==> config.mk <==
export PLATFORM = sky130hd
export DESIGN_NAME = float_class_stats
export DESIGN_NICKNAME = d
export VERILOG_FILES = /design/src/rtl/float_class_stats.sv
export SDC_FILE = /design/constraint.sdc
export NUM_CORES = 1
export LEC_CHECK = 0
export CAP_MARGIN = 40
export CORE_MARGIN = 2
export CORE_UTILIZATION = 30
export CTS_BUF_LIST = sky130_fd_sc_hd__clkbuf_16
export DETAILED_ROUTE_END_ITERATION = 6
export PLACE_DENSITY = 0.45
export REMOVE_ABC_BUFFERS = 1
export SETUP_SLACK_MARGIN = 0.15
export SLEW_MARGIN = 10
export SYNTH_ARGS = -nofsm -noshare
export SYNTH_HDL_FRONTEND = slang
export SYNTH_SLANG_ARGS = --single-unit
==> constraint.sdc <==
create_clock -name clk -period 3.5 [get_ports clk]
set_clock_uncertainty 0.2 [all_clocks]
set_input_delay 0.525 -clock clk [delete_from_list [all_inputs] [get_ports clk]]
set_output_delay 0.525 -clock clk [all_outputs]
set_load 0.02 [all_outputs]
==> src/rtl/float_class_stats.sv <==
// rtl/float_class_stats.sv - per-class occurrence counters with snapshot-and-stream dump
// Optional macro FLOAT_CLASS_STATS_SAT_EN: live counters saturate instead of wrapping.
module float_class_stats #(
    parameter int CNT_W = 16
) (
    input  logic             clk,
    input  logic             reset,
    input  logic             in_valid,
    input  logic [4:0]       float_type,
    input  logic             dump,
    input  logic             out_ready,
    output logic             out_valid,
    output logic [2:0]       out_idx,
    output logic [CNT_W-1:0] out_count,
    output logic             busy,
    output logic             bad_type
);

    typedef enum logic {
        IDLE = 1'b0,
        SEND = 1'b1
    } state_t;

    state_t state, state_nxt;

    logic [CNT_W-1:0] live [5];
    logic [CNT_W-1:0] snap [5];

    logic       in_onehot;
    logic [4:0] hit;
    logic       dump_acc;
    logic       advance;
    logic       last_beat;
    logic [2:0] idx_nxt;

    assign in_onehot = (float_type != 5'd0) && ((float_type & (float_type - 5'd1)) == 5'd0);
    assign hit       = (in_valid && in_onehot) ? float_type : 5'd0;
    assign dump_acc  = (state == IDLE) && dump;
    assign advance   = (state == SEND) && out_ready && (out_idx != 3'd4);
    assign last_beat = (state == SEND) && out_ready && (out_idx == 3'd4);
    assign idx_nxt   = out_idx + 3'd1;

    always_ff @(posedge clk) begin
        if (reset) begin
            state <= IDLE;
        end else begin
            state <= state_nxt;
        end
    end

    always_comb begin
        state_nxt = state;
        case (state)
            IDLE:    if (dump_acc) state_nxt = SEND;
            SEND:    if (last_beat) state_nxt = IDLE;
            default: state_nxt = IDLE;
        endcase
    end

    always_comb begin
        out_valid = (state == SEND);
        busy      = (state == SEND);
    end

    // A hit on the dump edge lands in the freshly cleared counter, not the snapshot.
    always_ff @(posedge clk) begin
        if (reset) begin
            for (int i = 0; i < 5; i++) begin
                live[i] <= '0;
                snap[i] <= '0;
            end
        end else begin
            for (int i = 0; i < 5; i++) begin
                if (dump_acc) begin
                    snap[i] <= live[i];
                    live[i] <= hit[i] ? CNT_W'(1) : '0;
                end else if (hit[i]) begin
`ifdef FLOAT_CLASS_STATS_SAT_EN
                    if (live[i] != {CNT_W{1'b1}}) begin
                        live[i] <= live[i] + CNT_W'(1);
                    end
`else
                    live[i] <= live[i] + CNT_W'(1);
`endif
                end
            end
        end
    end

    // Beat 0 is loaded straight from the live counter because snap is written on the same edge.
    always_ff @(posedge clk) begin
        if (reset) begin
            out_idx   <= 3'd0;
            out_count <= '0;
        end else if (dump_acc) begin
            out_idx   <= 3'd0;
            out_count <= live[0];
        end else if (advance) begin
            out_idx   <= idx_nxt;
            out_count <= snap[idx_nxt];
        end else if (last_beat) begin
            out_idx   <= 3'd0;
        end
    end

    always_ff @(posedge clk) begin
        if (reset) begin
            bad_type <= 1'b0;
        end else if (in_valid && !in_onehot) begin
            bad_type <= 1'b1;
        end
    end

endmodule

==> results.ini <==
[synth]
seq_area_frac_synth_pct = 59.8
ys_seq_elements = 181
synth_top_cell_by_area = edfxtp_1
leading_cell_types_by_count_after_synthesis = 160 x edfxtp_1, 73 x and2_1, 56 x nor2_1, 48 x nand2_1, 40 x nor3_1
synthAdderAreaFrac_pct = 1.00
syn_inst = 721
synth_simple_gate_area_share_pct = 19.5
netlist.area_leader.share_pct = 55.0
synth.cell_area_um2 = 8730
synth-xor-area-share_pct = 5.82
share_of_flip_flops_with_an_asynchronous_set_or_reset_pct = 0
synth-compound-area-share_pct = 6.60
synth_top_flop_cell = edfxtp_1
post_synth_num_cell_types = 56
ys_warn_count = 0
largest_cells_by_area_after_synthesis = edfxtp_1 55%, and2_1 5.2%, dfxtp_1 4.8%, mux4_2 4.1%, xnor2_1 3.2%
post_synth_edffs = 160
avgSynthCellArea_um2 = 12.1
post-synth-top-count-cell = edfxtp_1
main_combinational_cell_family_by_area_after_synthesis = simple AND/OR/NAND/NOR gates
mux_cell_area_share_after_synthesis_pct = 4.37

[critical_path]
crit-reg2reg-launch = out_idx[1]
timing.critical_path.required_ps = 3470
timing.critical_path.slowest_cell_delay_ps = 690
crit_type = in2reg
cp_num_buf_inv = 3
crit_chain = clkdlybuf4s50_1 > nand2b_1 > a2111oi_0 > dlymetal6s2s_1 > o31ai_4 > buf_4 > nor3_1
crit_path_end = live[2][7]
slowest_stage = clkdlybuf4s50_1
worst-endpoint-arrival_ps = 2790
critical_path_end_type = register
worst_path_dominant_cell_family = buffers and inverters
crit_path_start_kind = input port
timing.reg2reg.setup_slack_ps = 890
setup.worst_path.start = float_type[1]
cp.depth = 7
critical_path.reg2reg.endpoint = out_count[3]
r2r_cells = 5
crit_path_max_fanout = 18

[floorplanning]
total_number_of_placement_rows = 62
effective_utilization_at_floorplan_pct = 30.4
design.core.area_um2 = 28700
die_y_um = 175
design.die.area_um2 = 30500
die_width_um = 175
ios = 32

[clock_network]
post_cts.repair.setup_buffers = 0
cts-root-buf = clkbuf_16
clk_latency_ps = 430
htreeDepth = 4
clock_tree_sinks = 181
cts_repair_resize_count = 0
cts_tree = built
post_cts_clock_slew_at_the_launch_and_capture_registers_of_the_worst_setup_and_hold_paths_ps = 70
cts_hold_buf = 0
cts_buffer_depth = 2
cts_made_buffers = 17

[power]
power.density_cell_area_nw_per_um2 = 482
leakagePower_nw = 3.28
power.ir.vdd_worst_uv = 341

[timing]
grt_setup_unrepaired = false
worstMarginPinSlew_ps = 876
max-slew-margin-rel_pct = 41.6
slew_viol_final = 0
achievable-frequency_mhz = 355
layout_setup_ws_ps = 679
timing.final.setup_violations = 0
finalWorstPathRequiredPeriod_ps = 2820
fin_tns_setup_ps = 0
timing.final.hold_violations = 0
post-route-period-util_pct = 80.6

[global_route]
grtUsageTotal_pct = 14.7
first_global_vias = 5889
grt_remaining_overflow = 0
global_route_wire_length_before_repair_um = 34500
antenna_violations_before_repair = 0
maximum_number_of_pins_on_one_net_before_global_route_repair = 72

[status]
run_status = finished clean

[final_layout]
drive_gt1_share_pct = 10.8
n_antenna_cell = 0
area_growth_pct = 16.0
layout.nets = 769

[detailed_routing]
drt_first_pass_iters = 5
route.antenna.remaining_nets = 0
wire_per_inst_um = 18.8
post-route-drc-count = 0
vias = 5790
drt-vias-per-instance = 5.04
drt-initial-drc-count = 446
postRouteWirelength_um = 21600

[placed_design]
dp_hpwl_um = 15200
dp_slack_ps = -47.4
portBuffers = 31
finalWeightedCongestion = 0.781

[min_path]
hold_path_class = reg2reg
hp-start = snap[4][9]

[job]
maxCapViolCount = 0

report_power, final:
part           switching, W  internal, W  leakage, nW
registers          0.000107      0.00248         1.91
clock network      0.000852      0.00107        0.286
logic              0.000218     0.000146         1.09
total               0.00118      0.00370         3.28
state kept, by name, indices dropped and copies added (netlist names):
name / cells
live: 80
snap: 80
out_count: 16
out_idx: 3
bad_type: 1
busy: 1
layout by cell type, fill, tap and decap left out, drive strengths merged, types with 2 or more instances in the layout:
| master | n |
|---|---|
| edfxtp | 160 |
| and2 | 74 |
| nor2 | 57 |
| nand2 | 48 |
| nor3 | 40 |
| xnor2 | 32 |
| clkdlybuf4s50 | 31 |
| a21oi | 28 |
| xor2 | 26 |
| inv | 24 |
| nand3 | 23 |
| dfxtp | 21 |
| buf | 20 |
| clkbuf | 19 |
| nand4 | 19 |
| mux4 | 16 |
| a222oi | 16 |
| or3 | 13 |
| o21ai | 11 |
| nor4 | 9 |
| a211oi | 9 |
| ha | 7 |
| nand2b | 6 |
| and4 | 6 |
| a2111oi | 5 |
| or4 | 5 |
| and3 | 4 |
| or2 | 4 |
| o31ai | 4 |
| clkinv | 4 |
| nor4b | 3 |
| clkinvlp | 3 |
| or3b | 2 |
| a31oi | 2 |
final cells by class:
type                       count  area (µm²)
clock buffer                  19         475
inverter                      19        71.3
fill                        2837       18600
multi-input combinational    481        3280
sequential                   181        5230
tap                          384         480
timing repair buffer          52         485
clock inverter                13         118
worst min-delay path, stage by stage (launching register included):
cell      delay, ps
edfxtp_1        330
nand2_1          50
a21oi_1         100
per-stage QoR:
step	instances	hold slack [ps]	power, W	area (µm²)	util [%]
after floorplan	681	271	0.00281	8560	-
after global placement	1116	298	0.00300	9530	33.2
after detailed placement	1116	299	0.00301	9530	33.2
after CTS	1148	321	0.00493	10100	35.3
after global routing	1149	346	0.00505	10100	35.3
final	1149	313	0.00488	10100	35.3
logic make-up after synthesis:
logic type	count (synthesis)
AOI/OAI and AO/OA	82
adders and majority gates	7
buffers and inverters	59
and+or+nand+nor	316
muxes	18
DFF	181
xor gates and xnor gates	58
layer usage:
metal / global-route usage (%) / wire length, µm
met5: 0 / 0
met4: 4.17 / 266
met3: 2.83 / 993
met2: 23.7 / 10200
met1: 20.4 / 10100
how the worst min path moves through the flow:
stage | end | slack [ps] | cells after the start
4_1_cts | bad_type | 320 | 2
2_1_floorplan | out_count[0] | 270 | 2
5_1_grt | out_count[0] | 350 | 2
3_5_place_dp | out_count[0] | 300 | 2
3_3_place_gp | out_count[14] | 300 | 2
6_report | out_count[9] | 310 | 2
No activity file was read; power rests on OpenSTA's default activity.
